### src/rtl/seg7_display_ctrl.sv
// rtl/seg7_display_ctrl.sv - multi-digit seven-segment controller with hex/decimal rendering
//
// Accepts a binary value over a valid/ready handshake and shows it on
// NUM_DIGITS active-low seven-segment digits, either as hex or as decimal.
// Decimal conversion uses a sequential double-dabble converter, one bit per clock.
// Also provides leading-zero suppression, overflow dashes and per-digit blink.
//
// Ports:
//   clk_i    system clock
//   rst_ni   synchronous reset, active low
//   valid_i  new value offered on data_i
//   ready_o  controller idle; a value is accepted when valid_i & ready_o
//   data_i   binary value to display
//   mode_i   0 = hex, 1 = decimal (sampled on accept)
//   lzs_i    leading-zero suppression (sampled on accept)
//   blink_i  per-digit blink mask (live)
//   ovf_o    last accepted value was not representable
//   seg_o    digit d = seg_o[7d+6:7d], bit0 = a .. bit6 = g, 0 = segment lit
module seg7_display_ctrl #(
    parameter int NUM_DIGITS = 6,
    parameter int DATA_W     = 20,
    parameter int BLINK_DIV  = 25_000_000
) (
    input  logic                    clk_i,
    input  logic                    rst_ni,
    input  logic                    valid_i,
    output logic                    ready_o,
    input  logic [DATA_W-1:0]       data_i,
    input  logic                    mode_i,
    input  logic                    lzs_i,
    input  logic [NUM_DIGITS-1:0]   blink_i,
    output logic                    ovf_o,
    output logic [7*NUM_DIGITS-1:0] seg_o
);

    localparam int BCD_W  = 4 * NUM_DIGITS;
    localparam int EXT_W  = (DATA_W > BCD_W) ? DATA_W : BCD_W;
    localparam int ITER_W = $clog2(DATA_W + 1);
    localparam int BLK_W  = $clog2(BLINK_DIV);
    localparam logic [63:0] DEC_MAX = 64'(10 ** NUM_DIGITS) - 64'd1;

    localparam logic [6:0] SEG_BLANK = 7'h7F;
    localparam logic [6:0] SEG_DASH  = 7'h3F;

    typedef enum logic [1:0] {
        IDLE,
        CONV,
        LOAD
    } state_t;

    state_t                  state_q;
    logic [DATA_W-1:0]       data_q;
    logic                    mode_q;
    logic                    lzs_q;
    logic [DATA_W-1:0]       bin_q;
    logic [BCD_W-1:0]        bcd_q;
    logic [ITER_W-1:0]       iter_q;
    logic [7*NUM_DIGITS-1:0] digits_q;
    logic                    ovf_q;
    logic                    ready_q;
    logic [BLK_W-1:0]        blk_cnt_q;
    logic                    phase_q;

    logic [EXT_W-1:0]        data_ext;
    logic [BCD_W-1:0]        hex_val;
    logic [BCD_W-1:0]        nibbles;
    logic [BCD_W-1:0]        bcd_adj;
    logic                    hex_ovf;
    logic                    dec_ovf;
    logic                    new_ovf;
    logic [7*NUM_DIGITS-1:0] new_digits;
    logic                    seen_nonzero;
    logic [3:0]              nib;

    function automatic logic [6:0] hex_to_seg(input logic [3:0] n);
        case (n)
            4'h0:    return 7'h40;
            4'h1:    return 7'h79;
            4'h2:    return 7'h24;
            4'h3:    return 7'h30;
            4'h4:    return 7'h19;
            4'h5:    return 7'h12;
            4'h6:    return 7'h02;
            4'h7:    return 7'h78;
            4'h8:    return 7'h00;
            4'h9:    return 7'h10;
            4'hA:    return 7'h08;
            4'hB:    return 7'h03;
            4'hC:    return 7'h46;
            4'hD:    return 7'h21;
            4'hE:    return 7'h06;
            default: return 7'h0E;
        endcase
    endfunction

    // Double-dabble correction: any BCD nibble >= 5 gets +3 before the shift.
    function automatic logic [BCD_W-1:0] add3(input logic [BCD_W-1:0] b);
        logic [BCD_W-1:0] r;
        r = b;
        for (int d = 0; d < NUM_DIGITS; d++) begin
            if (b[4*d +: 4] >= 4'd5) begin
                r[4*d +: 4] = b[4*d +: 4] + 4'd3;
            end
        end
        return r;
    endfunction

    always_comb begin
        data_ext = EXT_W'(data_q);
        // Nibbles beyond DATA_W read as zero through the zero extension.
        hex_val  = data_ext[BCD_W-1:0];
        hex_ovf  = |(data_ext >> BCD_W);
        dec_ovf  = 64'(data_q) > DEC_MAX;
        new_ovf  = mode_q ? dec_ovf : hex_ovf;
        nibbles  = mode_q ? bcd_q : hex_val;
        bcd_adj  = add3(bcd_q);
    end

    // Scan from the most significant digit down; a digit is a leading zero
    // until the first nonzero nibble has been seen. Digit 0 is never blanked.
    always_comb begin
        new_digits   = '1;
        seen_nonzero = 1'b0;
        nib          = 4'h0;
        for (int d = NUM_DIGITS - 1; d >= 0; d--) begin
            nib = nibbles[4*d +: 4];
            if (nib != 4'h0) begin
                seen_nonzero = 1'b1;
            end
            if (new_ovf) begin
                new_digits[7*d +: 7] = SEG_DASH;
            end else if (lzs_q && !seen_nonzero && (d != 0)) begin
                new_digits[7*d +: 7] = SEG_BLANK;
            end else begin
                new_digits[7*d +: 7] = hex_to_seg(nib);
            end
        end
    end

    always_ff @(posedge clk_i) begin
        if (!rst_ni) begin
            state_q   <= IDLE;
            data_q    <= '0;
            mode_q    <= 1'b0;
            lzs_q     <= 1'b0;
            bin_q     <= '0;
            bcd_q     <= '0;
            iter_q    <= '0;
            digits_q  <= '1;
            ovf_q     <= 1'b0;
            ready_q   <= 1'b1;
            blk_cnt_q <= '0;
            phase_q   <= 1'b0;
        end else begin
            if (blk_cnt_q == BLK_W'(BLINK_DIV - 1)) begin
                blk_cnt_q <= '0;
                phase_q   <= ~phase_q;
            end else begin
                blk_cnt_q <= blk_cnt_q + 1'b1;
            end

            case (state_q)
                IDLE: begin
                    if (valid_i) begin
                        data_q  <= data_i;
                        mode_q  <= mode_i;
                        lzs_q   <= lzs_i;
                        bin_q   <= data_i;
                        bcd_q   <= '0;
                        iter_q  <= '0;
                        ready_q <= 1'b0;
                        state_q <= mode_i ? CONV : LOAD;
                    end
                end
                CONV: begin
                    // Shift {bcd, bin} left by one; BCD bits above the top
                    // digit fall off, overflow comes from the compare instead.
                    bcd_q  <= (bcd_adj << 1) | BCD_W'(bin_q[DATA_W-1]);
                    bin_q  <= bin_q << 1;
                    iter_q <= iter_q + 1'b1;
                    if (iter_q == ITER_W'(DATA_W - 1)) begin
                        state_q <= LOAD;
                    end
                end
                LOAD: begin
                    digits_q <= new_digits;
                    ovf_q    <= new_ovf;
                    ready_q  <= 1'b1;
                    state_q  <= IDLE;
                end
                default: begin
                    ready_q <= 1'b1;
                    state_q <= IDLE;
                end
            endcase
        end
    end

    always_comb begin
        seg_o = digits_q;
        for (int d = 0; d < NUM_DIGITS; d++) begin
            if (phase_q && blink_i[d]) begin
                seg_o[7*d +: 7] = SEG_BLANK;
            end
        end
    end

    assign ready_o = ready_q;
    assign ovf_o   = ovf_q;

endmodule

### config.mk
export PLATFORM = sky130hd
export DESIGN_NAME = seg7_display_ctrl
export DESIGN_NICKNAME = d
export VERILOG_FILES = /design/src/rtl/seg7_display_ctrl.sv
export SDC_FILE = /design/constraint.sdc
export NUM_CORES = 1
export LEC_CHECK = 0
export ABC_AREA = 1
export CORE_MARGIN = 2
export CORE_UTILIZATION = 59
export DETAILED_ROUTE_END_ITERATION = 16
export PLACE_DENSITY = 0.83
export SLEW_MARGIN = 0
export SYNTH_ARGS = -nofsm -noshare
export SYNTH_HDL_FRONTEND = slang
export SYNTH_SLANG_ARGS = --single-unit
### constraint.sdc
create_clock -name clk_i -period 2.68 [get_ports clk_i]
set_input_delay 0.536 -clock clk_i [delete_from_list [all_inputs] [get_ports clk_i]]
set_output_delay 0.536 -clock clk_i [all_outputs]
set_load 0.05 [all_outputs]
-- Word-level counts from Yosys, hierarchy flattened
Memories as Yosys holds them, arrays and structs flattened.
Cells that the tools add are included.
- logic and storage cells: 113
- input port bits: 31
- register bits after elaboration: 143
- bits in latches: 0
- memories: 6
- memory bits (writable): 0
- ROM bits: 672
- output and inout port bits: 44
- memories (name ; depth ; bits a word ; rd ports ; clocked after Yosys merged registers in ; write ports ; RTL line ; source):
    (name not given) ; 16 ; 7 ; 1 ; 0 ; 0 ; 76 ; case (n)
    (name not given) ; 16 ; 7 ; 1 ; 0 ; 0 ; 76 ;
    (name not given) ; 16 ; 7 ; 1 ; 0 ; 0 ; 76 ;
    (name not given) ; 16 ; 7 ; 1 ; 0 ; 0 ; 76 ;
    (name not given) ; 16 ; 7 ; 1 ; 0 ; 0 ; 76 ;
    (name not given) ; 16 ; 7 ; 1 ; 0 ; 0 ; 76 ;
- reductions and logical operators: 28
- shifts and indexed selects: 0
- eq/ne operators: 6
- add/sub/neg operators: 8
- $mul: 0
- bitwise operators: 4
- mux-type cells: 42
- divide/modulo/power cells: 0
- $lt $le $gt $ge: 7
- operators with widths (kind ; count):
    7-bit two-way mux ; 17
    24-bit two-way mux ; 2
    24-bit case mux with 2 select lines ; 1
    20-bit case mux with 2 select lines ; 1
    25-bit by 1-bit adder with 25-bit output (second input constant) ; 1
    25-bit equality test (second input constant) ; 1
    4-bit by 3-bit >= comparator with 1-bit output (second input constant) ; 6
    24-bit by 1-bit bitwise OR with 24-bit output ; 1
    4-bit by 2-bit adder with 4-bit output (second input constant) ; 5
    20-bit > comparator (second input constant) ; 1
    20-bit two-way mux ; 1
    4-bit two-way mux ; 5
    4-bit nonzero test ; 5
    1-bit logical AND ; 11
    5-bit case mux with 2 select lines ; 1
    2-bit AND reduction ; 4
    1-bit two-way mux ; 7
    2-bit two-way mux ; 3
    5-bit by 1-bit adder with 5-bit output (second input constant) ; 1
    5-bit equality test (second input constant) ; 1
    1-bit zero test ; 5
    5-bit two-way mux ; 1
    2-bit != test (second input constant) ; 2
    2-bit case mux with 2 select lines ; 1
    9 further kinds ; 11

-- Longest topological paths before layout
- word-level depth: 11
- gate-level depth with buffers: 14
- mapped depth without buffers: 13

-- Least setup slack after synthesis
OpenSTA, ideal clock, no wires.
- kind: register to register
- from: reg mode_q
- to: reg digits_q[32]
- period minus slack after synthesis: 2.109 ns
- data required time: 2.621 ns
- library setup time: 0.059 ns
- path buffers: 2
- stages on the path, launching flop included: 11
- arrival time: 2.051 ns
- setup slack: 0.571 ns
- cells stage by stage: dfxtp_1 > buf_4 > buf_6 > o21ai_0 > ha_1 > inv_1 > nor3_4 > nand2_1 > nand3_1 > o21ai_0 > nand2_1
- cells in the longest elaborated chain, start to end: 8
- elaborated cells on any way between the ends: 11
- classes of those cells: mux: 6; reduce/logical: 4; memory: 1
- ends and longest elaborated chain (what ; RTL line ; source):
    from (decl) ; 53 ; logic mode_q;
    from (signal assigned) ; 166 ; mode_q <= mode_i;
    24-bit two-way mux ; 115 ; nibbles = mode_q ? bcd_q : hex_val;
    4-bit nonzero test ; 127 ; if (nib != 4'h0) begin
    1-bit two-way mux (2 in series) ; 127 ;
    1-bit zero test ; 132 ; end else if (lzs_q && !seen_nonzero && (d != 0)) begin
    1-bit logical AND ; 132 ;
    7-bit two-way mux ; 132 ;
    7-bit two-way mux (*) ; 130 ; if (new_ovf) begin
    to (signal assigned) ; 186 ; digits_q <= new_digits;
    to (decl) ; 58 ; logic [7*NUM_DIGITS-1:0] digits_q;
Mark *: on every way between the ends. The rest lies on a longest branch, timed or not.
A chain may end at the register's enable or synchronous reset.

-- Worst setup path in the final report
- from: reg mode_q
- to: reg digits_q[13]
- cells in the longest elaborated chain, start to end: 11
- elaborated cells on any way between the ends: 17
- classes of those cells: mux: 9; reduce/logical: 7; memory: 1
- ends and longest elaborated chain (what ; RTL line):
    24-bit two-way mux ; 115
    4-bit nonzero test ; 127
    1-bit two-way mux (5 in series) ; 127
    1-bit zero test ; 132
    1-bit logical AND ; 132
    7-bit two-way mux ; 132
    7-bit two-way mux (*) ; 130
Marked as above.

==> key figures <==
Flow run
  • Max-cap violation count: 0

Cells and area
  • Antenna diodes: 0
  • Final net count: roughly 1400
  • Share of post-route cells with drive strength above 1: under 10%
  • Area Growth Syn to Fin: 22.5%
  • Fill count: 1100

Timing
  • Hold WS: around 0.47 ns
  • Slew @ Worst Pin: 0.963 ns
  • Clock Skew: approximately 0.0094 ns
  • Tcrit/Tclk final: 88.8%
  • Slew Viols, Final: 0
  • Final hold vios: 0
  • Slew Limit Headroom: 35.1%
  • RSZ-0062 raised after global routing: false
  • Final setup TNS: 0 ns
  • Final setup viols: 0
  • Minimum clock period: 2.38 ns
  • F_max: about 420 MHz

Synthesis
  • Async set-reset flop share out of synthesis: 0%
  • Post-synthesis sequential area ratio: between 30% and 40%
  • Synthesis Warnings: 0
  • Top_reg_cell synth: dfxtp_1
  • Syn Area/Cell: ~6.5 um2
  • Flop and latch count out of synthesis: roughly 140
  • Mapped Area: roughly 8400 um2
  • Cells after Synth: approximately 1300
  • Synthesized Nets: between 1000 and 1500
  • EDFF count, synth: 0
  • Synth cell types: 39

Power and ir drop
  • Clk pwr share: between 30% and 40%
  • Internal: 4.18 mW
  • Total power: ~6.1 mW
  • Flop pwr share: roughly two fifths
  • Cell Pwr Density: slightly below 600 nW/um2
  • Comb pwr share: between 20% and 30%
  • Peak supply drop: approximately 0.45 mV
  • Sw Ratio: between 30 and 40%
  • Static leakage: 4.58 nW
  • Net Sw Power: ~1.9 mW

Clock tree
  • Clock sink total: 143
  • Clk root buf: clkbuf_16
  • CTS clk-pin slew, worst paths: 0.06 ns
  • Post_cts resized: 0
  • H-tree depth: 4
  • CTS tree: done
  • Worst-Skew Late Latency: ~0.44 ns
  • Setup Fix Bufs, Post-CTS: 0
  • Num CTS Buffers: 17
  • Clk buf depth: 2
  • CTS Hold Bufs: 0

Global route
  • Overall fraction of global-route tracks in use: approximately 29%
  • First-pass GRT wire length: 35000 um
  • Pin count of the biggest net entering global routing: about 70
  • Vias in the first global route: 7723
  • Initial antenna violation count: 0
  • Gr ovfl total: 0

Worst setup path
  • RR Startpoint: mode_q$_SDFFE_PN0P_
  • Critical path type: reg2reg
  • CP Data Arrival Time: 2.75 ns
  • CP Max Fanout: 12
  • Required time of the critical path: 3.05 ns
  • Reg2reg setup slack: roughly 0.30 ns
  • Reg2reg path depth: 10
  • Worst reg2reg path endpoint: digits_q[13]$_SDFFE_PN1N_
  • Critical Path End Type: register
  • Critical Path Start Type: register

Detailed routing
  • DRC violations left: 0
  • DR vias: approximately 8400
  • Post-Route WL: slightly above 20000 um
  • Drt wl/cell: about 13 um
  • Post-route ant nets: 0
  • Vias per cell: 5.43
  • 1st-iter DRT viols: 666
  • First-pass iteration count of the detailed router: 5

Floorplan
  • Die X: 123 um
  • Starting Density: 60.5%
  • FP Rows: between 40 and 50
  • IO Pins: 75
  • Core area: around 14000 um2
  • Die area: 15200 um2
  • Chip height: 123 um

Run status
  • Status: finished clean

Min path
  • Min-delay worst type: reg2reg
  • Worst Hold Path Cells: 2
  • Hold endpoint: digits_q[34]$_SDFFE_PN1N_
  • Hold_sp: digits_q[34]$_SDFFE_PN1N_

Place
  • GP Congestion: between 0.9 and 1
  • Port buffer count: 74
  • Final HPWL DP: between 15000 and 20000 um
[synth_stat cells, types with 19 or more instances]
cell | instances | area [um2]
a31oi_1 | 19 | 119
clkbuf_1 | 28 | 105
inv_1 | 150 | 563
a21oi_1 | 129 | 646
nand2_1 | 417 | 1570
dfxtp_1 | 143 | 2860
nor2_1 | 75 | 282
o21ai_0 | 53 | 265
ha_1 | 50 | 626
nand3_1 | 105 | 526
nor3_1 | 22 | 110
[sequential cells by signal, summed over array words and instances (netlist names)]
register	flops
blk_cnt_q	25
bin_q	20
ready_o	1
mode_q	1
phase_q	1
digits_q	42
iter_q	5
lzs_q	1
ovf_o	1
state_q	2
bcd_q	24
data_q	20
[through the flow]
stage          utilization (%)  instance area (um2)  std cells  worst slack, ns
5_1_grt                   74.1                10300       1549           0.0811
6_report                  74.1                10300       1549            0.299
2_1_floorplan                -                 8390       1292            0.571
3_3_place_gp              69.9                 9700       1517            0.448
3_5_place_dp              69.9                 9700       1517            0.357
4_1_cts                   74.1                10300       1549            0.333
[layout by cell type (no fill, tap or decap), types with 6 or more instances in the layout]
cell and count:
nand2_1 417, inv_1 150, dfxtp_1 143, a21oi_1 129
nand3_1 105, nor2_1 74, o21ai_0 53, ha_1 50
buf_12 44, clkdlybuf4s50_1 32, nor3_1 22, a31oi_1 19
clkbuf_16 17, buf_4 13, o21ai_1 9, xor2_1 9
nand2_2 8, inv_2 7, nand4_1 7, o21ai_2 6
nor2_2 6, o211ai_1 6
[worst max path at each step]
stage,cells past startpoint,slack (ns),start,endpoint
CTS,10,0.33,mode_q$_SDFFE_PN0P_,digits_q[13]$_SDFFE_PN1N_
finish,10,0.30,mode_q$_SDFFE_PN0P_,digits_q[13]$_SDFFE_PN1N_
floorplan,10,0.57,mode_q$_SDFFE_PN0P_,digits_q[32]$_SDFFE_PN1N_
global placement,10,0.45,mode_q$_SDFFE_PN0P_,digits_q[7]$_SDFFE_PN1N_
global route,10,0.08,mode_q$_SDFFE_PN0P_,digits_q[32]$_SDFFE_PN1N_
detailed placement,10,0.36,mode_q$_SDFFE_PN0P_,digits_q[13]$_SDFFE_PN1N_
[layout make-up]
class / count / area [um2] / area share [%]
timing repair buffer: 89 / 1300 / 12.6
sequential: 143 / 2860 / 27.8
tap: 180 / 225 / 2.19
clock inverter: 12 / 134 / 1.30
multi-input combinational: 948 / 4720 / 46.0
inverter: 157 / 589 / 5.73
clock buffer: 20 / 447 / 4.34
[logic make-up (layout without fill, tap and decap cells)]
logic type	count (synthesis)	count (layout)	share of synthesized area (%)
buf+inv	201	278	9.64
fa+ha+maj	50	50	7.45
compound gates	231	231	14.8
flops	143	143	34.1
simple gates	654	654	32.6
xor+xnor	13	13	1.36
[worst max-delay path, cell delays in order (launching register included)]
cell	delay, ns
dfxtp_1	0.51
buf_4	0.25
nand2_1	0.07
o21ai_0	0.26
ha_1	0.29
inv_1	0.07
nor3_4	0.33
nand4_2	0.26
nand2_1	0.14
nand2_1	0.06
nand2_1	0.08
[power groups by stage]
stage | combinational, mW | clock, mW | sequential [mW]
global placement | 1.37 | 0 | 2.36
global route | 1.53 | 2.43 | 2.33
detailed placement | 1.38 | 0 | 2.36
floorplan | 0.878 | 0 | 2.35
CTS | 1.39 | 2.36 | 2.32
finish | 1.40 | 2.34 | 2.32
[metal layers]
| layer | vias up | track usage (%) | wire length (um) |
|---|---|---|---|
| met4 | 0 | 12.6 | 490 |
| met1 | 3801 | 37.7 | 9560 |
| met3 | 45 | 5.30 | 1210 |
| met2 | 285 | 46.1 | 9360 |
| li1 | 4281 | - | - |
| met5 | - | 0 | 0 |
Power figures use the tool's default switching activity.
